File: src/rtl/mem_access.sv
// mem_access: memory stage; issues load/store on a req/gnt/rvalid bus.
// Build option: define MEM_MISALIGN_TRAP_EN to trap misaligned accesses.
module mem_access #(
   parameter int ADDR_W     = 32,
   parameter int REG_ADDR_W = 5
) (
   input  logic                  clk,
   input  logic                  rst,
   input  logic                  flush_i,
   input  logic                  ex_w_reg_enable_i,
   input  logic                  mem_w_reg_enable_i,
   input  logic [REG_ADDR_W-1:0] w_reg_addr_i,
   input  logic [31:0]           ex_w_reg_data_i,
   input  logic                  w_mem_enable_i,
   input  logic [ADDR_W-1:0]     w_mem_addr_i,
   input  logic [31:0]           w_mem_data_i,
   input  logic                  r_mem_enable_i,
   input  logic [ADDR_W-1:0]     r_mem_addr_i,
   input  logic [2:0]            data_type_i,
   output logic                  hold_o,
   output logic                  bus_req_o,
   output logic                  bus_we_o,
   output logic [ADDR_W-1:0]     bus_addr_o,
   output logic [31:0]           bus_wdata_o,
   output logic [3:0]            bus_wstrb_o,
   input  logic                  bus_gnt_i,
   input  logic                  bus_rvalid_i,
   input  logic [31:0]           bus_rdata_i,
   output logic                  wb_reg_enable_o,
   output logic [REG_ADDR_W-1:0] wb_reg_addr_o,
   output logic [31:0]           wb_reg_data_o,
   output logic                  misalign_o,
   output logic [ADDR_W-1:0]     misalign_addr_o
);

`ifdef MEM_MISALIGN_TRAP_EN
   localparam bit TRAP_EN = 1'b1;
`else
   localparam bit TRAP_EN = 1'b0;
`endif

   typedef enum logic [1:0] {IDLE, REQ, RESP} state_t;

   state_t                state;
   logic                  op_load;
   logic                  op_wen;
   logic [2:0]            op_type;
   logic [1:0]            op_off;
   logic [REG_ADDR_W-1:0] op_dest;

   logic                  mem_op;
   logic                  is_store;
   logic                  misalign;
   logic                  trap;
   logic [ADDR_W-1:0]     in_addr;
   logic [ADDR_W-1:0]     fix_addr;
   logic [3:0]            lane_strb;
   logic [31:0]           lane_wdata;
   logic [31:0]           rd_shift;
   logic [15:0]           rd_half;
   logic [31:0]           load_data;

   // decode the incoming request: address select, alignment, store lanes
   always_comb begin
      is_store = w_mem_enable_i;
      mem_op   = w_mem_enable_i | r_mem_enable_i;
      in_addr  = is_store ? w_mem_addr_i : r_mem_addr_i;
      misalign = ((data_type_i == 3'b010 || data_type_i == 3'b110) && in_addr[0])
               || (data_type_i == 3'b011 && in_addr[1:0] != 2'b00);
      trap     = TRAP_EN && misalign;
      fix_addr = in_addr;
      if (!TRAP_EN) begin
         if (data_type_i == 3'b010 || data_type_i == 3'b110)
            fix_addr[0] = 1'b0;
         else if (data_type_i == 3'b011)
            fix_addr[1:0] = 2'b00;
      end
      lane_strb  = 4'b0000;
      lane_wdata = w_mem_data_i;
      unique case (data_type_i)
         3'b001, 3'b101: begin
            lane_strb  = 4'b0001 << fix_addr[1:0];
            lane_wdata = {4{w_mem_data_i[7:0]}};
         end
         3'b010, 3'b110: begin
            lane_strb  = 4'b0011 << fix_addr[1:0];
            lane_wdata = {2{w_mem_data_i[15:0]}};
         end
         3'b011: lane_strb = 4'b1111;
         default: lane_strb = 4'b0000;
      endcase
   end

   // extract and extend load data using the latched offset and type
   always_comb begin
      rd_shift  = bus_rdata_i >> {op_off, 3'b000};
      rd_half   = op_off[1] ? bus_rdata_i[31:16] : bus_rdata_i[15:0];
      load_data = bus_rdata_i;
      unique case (op_type)
         3'b001: load_data = {{24{rd_shift[7]}}, rd_shift[7:0]};
         3'b101: load_data = {24'h0, rd_shift[7:0]};
         3'b010: load_data = {{16{rd_half[15]}}, rd_half};
         3'b110: load_data = {16'h0, rd_half};
         default: load_data = bus_rdata_i;
      endcase
   end

   // stall upstream while a transaction is accepted or outstanding
   always_comb begin
      hold_o = 1'b0;
      unique case (state)
         IDLE:    hold_o = mem_op && !flush_i && !trap;
         REQ:     hold_o = !(bus_gnt_i && bus_rvalid_i);
         RESP:    hold_o = !bus_rvalid_i;
         default: hold_o = 1'b0;
      endcase
      if (rst) hold_o = 1'b0;
   end

   // bus FSM with registered bus, write-back and misalign outputs
   always_ff @(posedge clk) begin
      if (rst) begin
         state           <= IDLE;
         op_load         <= 1'b0;
         op_wen          <= 1'b0;
         op_type         <= 3'b000;
         op_off          <= 2'b00;
         op_dest         <= '0;
         bus_req_o       <= 1'b0;
         bus_we_o        <= 1'b0;
         bus_addr_o      <= '0;
         bus_wdata_o     <= '0;
         bus_wstrb_o     <= 4'b0000;
         wb_reg_enable_o <= 1'b0;
         wb_reg_addr_o   <= '0;
         wb_reg_data_o   <= '0;
         misalign_o      <= 1'b0;
         misalign_addr_o <= '0;
      end else begin
         wb_reg_enable_o <= 1'b0;
         misalign_o      <= 1'b0;
         misalign_addr_o <= '0;
         unique case (state)
            IDLE: begin
               if (flush_i) begin
                  wb_reg_enable_o <= 1'b0;
               end else if (mem_op && trap) begin
                  misalign_o      <= 1'b1;
                  misalign_addr_o <= in_addr;
               end else if (mem_op) begin
                  state       <= REQ;
                  bus_req_o   <= 1'b1;
                  bus_we_o    <= is_store;
                  bus_addr_o  <= {fix_addr[ADDR_W-1:2], 2'b00};
                  bus_wdata_o <= is_store ? lane_wdata : 32'h0;
                  bus_wstrb_o <= is_store ? lane_strb : 4'b0000;
                  op_load     <= !is_store;
                  op_wen      <= mem_w_reg_enable_i;
                  op_type     <= data_type_i;
                  op_off      <= fix_addr[1:0];
                  op_dest     <= w_reg_addr_i;
               end else begin
                  wb_reg_enable_o <= ex_w_reg_enable_i && (w_reg_addr_i != '0);
                  wb_reg_addr_o   <= w_reg_addr_i;
                  wb_reg_data_o   <= ex_w_reg_data_i;
               end
            end
            REQ: begin
               if (bus_gnt_i) begin
                  bus_req_o   <= 1'b0;
                  bus_we_o    <= 1'b0;
                  bus_addr_o  <= '0;
                  bus_wdata_o <= '0;
                  bus_wstrb_o <= 4'b0000;
                  state       <= bus_rvalid_i ? IDLE : RESP;
                  if (bus_rvalid_i && op_load) begin
                     wb_reg_enable_o <= op_wen && (op_dest != '0);
                     wb_reg_addr_o   <= op_dest;
                     wb_reg_data_o   <= load_data;
                  end
               end
            end
            RESP: begin
               if (bus_rvalid_i) begin
                  state <= IDLE;
                  if (op_load) begin
                     wb_reg_enable_o <= op_wen && (op_dest != '0);
                     wb_reg_addr_o   <= op_dest;
                     wb_reg_data_o   <= load_data;
                  end
               end
            end
            default: state <= IDLE;
         endcase
      end
   end

endmodule

File: config.mk
export PLATFORM = sky130hd
export DESIGN_NAME = mem_access
export DESIGN_NICKNAME = d
export VERILOG_FILES = /design/src/rtl/mem_access.sv
export SDC_FILE = /design/constraint.sdc
export NUM_CORES = 1
export LEC_CHECK = 0
export CELL_PAD_IN_SITES_DETAIL_PLACEMENT = 0
export CELL_PAD_IN_SITES_GLOBAL_PLACEMENT = 1
export CORE_MARGIN = 4
export CORE_UTILIZATION = 27
export DETAILED_ROUTE_END_ITERATION = 6
export PLACE_DENSITY_LB_ADDON = 0.1
export SETUP_SLACK_MARGIN = 0.5
export SLEW_MARGIN = 20
export SYNTH_ARGS = -nofsm -noshare
export SYNTH_HDL_FRONTEND = slang
export SYNTH_SLANG_ARGS = --single-unit
File: constraint.sdc
create_clock -name clk -period 2.25 [get_ports clk]
set_clock_uncertainty 0.2 [all_clocks]
set_input_delay 0.45 -clock clk [delete_from_list [all_inputs] [get_ports clk]]
set_output_delay 0.45 -clock clk [all_outputs]
set_load 0.01 [all_outputs]
==> flow_summary.rst <==
.. list-table::
   :header-rows: 1

   * - Metric
     - Value
   * - Outcome
     - finished, violations left
   * - Violations in the final reports
     - setup timing
   * - Measured slew at the worst slew-check pin
     - 0.666 ns
   * - TritonCTS clock tree
     - yes
   * - Reg2reg start
     - state[1]
   * - Antenna violations before repair
     - 6
   * - Most frequent standard cell in the layout excluding fill and tap cells
     - sky130_fd_sc_hd__clkdlybuf4s50_1
   * - Final Cycle Share
     - 1.01
   * - Nature of the critical path startpoint
     - flop
   * - PortBufs
     - 283
   * - Maximum clock path buffer count
     - 2
   * - Hold WC Path Type
     - reg -> reg
   * - Final number of hold-violating endpoints
     - 0
   * - Y dimension of the die
     - 166 µm
   * - Iteration-0 DRC count of the detailed router
     - 275
   * - Most frequently used flop master after synthesis
     - sky130_fd_sc_hd__dfxtp_1
   * - Maximum Capacitance Violations
     - 0
   * - Slew HR
     - 0.555
   * - Worst Path Required
     - 1.60 ns
   * - Synth top area share
     - 0.355
   * - FF-to-FF path depth
     - 11
   * - Number of global-route vias before repair
     - 7382
   * - Die width
     - 166 µm
   * - Share of post-route cells with drive strength above 1
     - 0.318
   * - Area of the placeable core
     - 24500 µm²
   * - Antenna Nets Post-Route
     - 0
   * - Post-synthesis sequential element count
     - 120
   * - Unrepaired setup endpoints after global routing
     - yes
   * - H-tree depth reported by CTS
     - 4
   * - Worst Slack Setup Final
     - -0.0195 ns
   * - Mean post-synth cell area
     - 8.38 µm²
   * - Detailed-route wire length
     - 27.8 mm
   * - Vias post-DR
     - 7212
   * - Maximum resistive drop on vdd
     - 0.000354 V
   * - Synth Cell Area
     - 6760 µm²
   * - Initial Utilization
     - 0.276
   * - Aggregate global-route resource usage
     - 0.187
   * - R2R setup slack
     - 0.01 ns
   * - Setup total negative slack
     - -0.0195 ns
   * - Average detailed-routed wire length per instance
     - 18.6 µm
   * - Worst setup path endpoint
     - hold_o
   * - Tmin final
     - 2.27 ns
   * - 1st-pass router iterations
     - 4
   * - Global-route wire length before repair
     - 41.6 mm
   * - Highest net fanout along the worst path
     - 2
   * - Max Slew Vio Count
     - 0
   * - Crit path launch
     - state[1]
   * - Yosys warning count
     - 0
   * - Weighted congestion reported at the end of routability-driven placement
     - 0.832
   * - Number of top-level design ports
     - 319
   * - Proportion of synthesized chip area in sequential cells
     - 0.355
   * - # setup viols final
     - 1
   * - Die area
     - 27600 µm²
   * - Peak clock frequency supported by timing
     - 441 MHz
   * - Commonest cells after routing, fill and taps aside
     - sky130_fd_sc_hd__clkdlybuf4s50_1 (172), sky130_fd_sc_hd__dfxtp_1 (116), sky130_fd_sc_hd__nor2_1 (99), sky130_fd_sc_hd__a21oi_1 (66), sky130_fd_sc_hd__dlygate4sd2_1 (63)
   * - Cell type with the largest total area after synthesis
     - sky130_fd_sc_hd__dfxtp_1
   * - Via count normalized by instance count
     - 4.84
   * - Mapped Cells
     - 806
   * - Cell Area, Placed
     - 10700 µm²
   * - Post-route standard cell area excluding fillers
     - 12300 µm²
   * - Post-Place Cells
     - 1418
   * - CTS clk-pin slew, worst paths
     - 0.06 ns
   * - Top cells by area, synth
     - sky130_fd_sc_hd__dfxtp_1 (36%), sky130_fd_sc_hd__mux2_2 (8.2%), sky130_fd_sc_hd__nor2_1 (5.8%), sky130_fd_sc_hd__a22oi_1 (5.7%), sky130_fd_sc_hd__a21oi_1 (5.2%)
   * - GRT overflow
     - 0
   * - Count of flip-flops with a built-in enable after synthesis
     - 0
   * - Clock latency on the worst-skew pair
     - 0.42 ns
   * - Standard-cell rows
     - 57
   * - Clock root buffer master
     - sky130_fd_sc_hd__clkbuf_16
   * - Number of remaining DRC errors
     - 0
   * - Critical path type
     - reg -> out
   * - Worst-case hold slack
     - 0.258 ns
   * - Share of synthesized flip-flops with an asynchronous set or reset
     - 0
   * - Endpoint arrival time on the critical path
     - 1.62 ns
   * - Leakage power of the design
     - 5.03 nW
   * - PD cells
     - 650 nW/µm²
   * - Crit path capture type
     - primary output
   * - # clock sinks
     - 120
   * - DP Worst Slack
     - -0.344 ns
   * - Distinct cells, synth
     - 49
   * - Final nets
     - 1332
   * - Number of non-filler instances in the completed layout
     - 1490
   * - Number of buffers inserted during clock tree synthesis
     - 17
   * - Area Growth Syn to Fin
     - 81.6%
   * - Reg2reg end
     - wb_reg_data_o[0]
   * - Half-perimeter wire length after placement
     - 19.8 mm
   * - Pin count of the biggest net entering global routing
     - 90
==> kinds of logic (layout without fill, tap and decap cells) <==
logic type | count (synthesis) | in the layout | share of synthesized area
xor+xnor | 1 | 1 | 0.00130
simple gates | 249 | 249 | 0.172
buf+inv | 130 | 451 | 0.0979
other cells | 1 | 39 | 0.000555
mux | 71 | 71 | 0.114
compound gates | 228 | 229 | 0.248
fa+ha+maj | 6 | 6 | 0.0111
flops | 120 | 120 | 0.355
==> worst max-delay path, stage by stage, from the launching register on <==
cell                       delay, ns
sky130_fd_sc_hd__dfxtp_2        0.33
sky130_fd_sc_hd__inv_4          0.07
sky130_fd_sc_hd__ha_4           0.15
sky130_fd_sc_hd__a21bo_4        0.23
sky130_fd_sc_hd__a311oi_2       0.24
sky130_fd_sc_hd__buf_2          0.18
==> timing repair <==
item	CTS	global route
hold buffers	0	0
pin swaps	32	21
resized for setup	206	100
gates cloned	11	6
endpoints found under the setup margin	215	161
hold endpoints to repair	0	0
buffers inserted	11	8
==> cell usage after synthesis (9+ instances only) <==
| master | n |
|---|---|
| sky130_fd_sc_hd__nand2b_1 | 13 |
| sky130_fd_sc_hd__dfxtp_1 | 120 |
| sky130_fd_sc_hd__mux2_2 | 49 |
| sky130_fd_sc_hd__clkbuf_1 | 60 |
| sky130_fd_sc_hd__o32ai_2 | 12 |
| sky130_fd_sc_hd__nand2_1 | 72 |
| sky130_fd_sc_hd__inv_1 | 21 |
| sky130_fd_sc_hd__buf_4 | 35 |
| sky130_fd_sc_hd__nor2b_1 | 14 |
| sky130_fd_sc_hd__o211ai_1 | 13 |
| sky130_fd_sc_hd__o21ai_0 | 19 |
| sky130_fd_sc_hd__a21oi_1 | 70 |
| sky130_fd_sc_hd__mux2i_1 | 22 |
| sky130_fd_sc_hd__nor2_1 | 105 |
| sky130_fd_sc_hd__or4_1 | 18 |
| sky130_fd_sc_hd__a22oi_1 | 51 |
| sky130_fd_sc_hd__a311oi_1 | 9 |
==> final cells by class <==
cell class                      instances  area (µm²)
Antenna cell                            4        10.0
Clock buffer                           19         453
Clock inverter                         13         169
Fill cell                            2330       12200
Inverter                               22        85.1
Multi-Input combinational cell        591        4640
Sequential cell                       120        2410
Tap cell                              324         405
Timing Repair Buffer                  397        4110
==> sequential cells by signal (all words and copies together), names as in the netlist, 2 cells and up <==
| register | flops |
|---|---|
| bus_wdata_o | 32 |
| wb_reg_data_o | 32 |
| bus_addr_o | 30 |
| op_dest | 5 |
| wb_reg_addr_o | 5 |
| bus_wstrb_o | 4 |
| op_type | 3 |
| op_off | 2 |
| state | 2 |
==> how the worst min path moves through the flow <==
| stage | startpoint | endpoint | slack [ns] | cells past startpoint |
|---|---|---|---|---|
| after global placement | bus_wdata_o[26] | bus_wdata_o[26] | 0.24 | 2 |
| after global routing | bus_wdata_o[28] | bus_wdata_o[28] | 0.27 | 2 |
| final | bus_wdata_o[28] | bus_wdata_o[28] | 0.26 | 2 |
| after floorplan | op_wen | op_wen | 0.24 | 2 |
| after CTS | wb_reg_data_o[9] | wb_reg_data_o[9] | 0.26 | 2 |
| after detailed placement | bus_wdata_o[26] | bus_wdata_o[26] | 0.25 | 2 |
==> through the flow <==
| step | util | total power [mW] |
|---|---|---|
| floorplan | - | 3.70 |
| global placement | 0.438 | 4.75 |
| detailed placement | 0.438 | 4.75 |
| CTS | 0.483 | 7.87 |
| global route | 0.502 | 8.34 |
| finish | 0.502 | 7.98 |
==> report_power, final <==
group / total (mW) / internal (mW) / leakage [nW] / switching (mW)
logic: 2.65 / 1.42 / 3.75 / 1.23
clock network: 2.92 / 1.81 / 0.292 / 1.10
registers: 2.42 / 2.30 / 0.982 / 0.118
total: 7.98 / 5.53 / 5.03 / 2.45
==> metal layers <==
metal	vias up	global-route usage	wire length (µm)
met3	40	0.0636	2280
met1	3362	0.229	11600
met4	8	0.0531	512
li1	3535	-	-
met2	267	0.314	13300
met5	-	0	53
No activity file was read; power rests on OpenSTA's default activity.
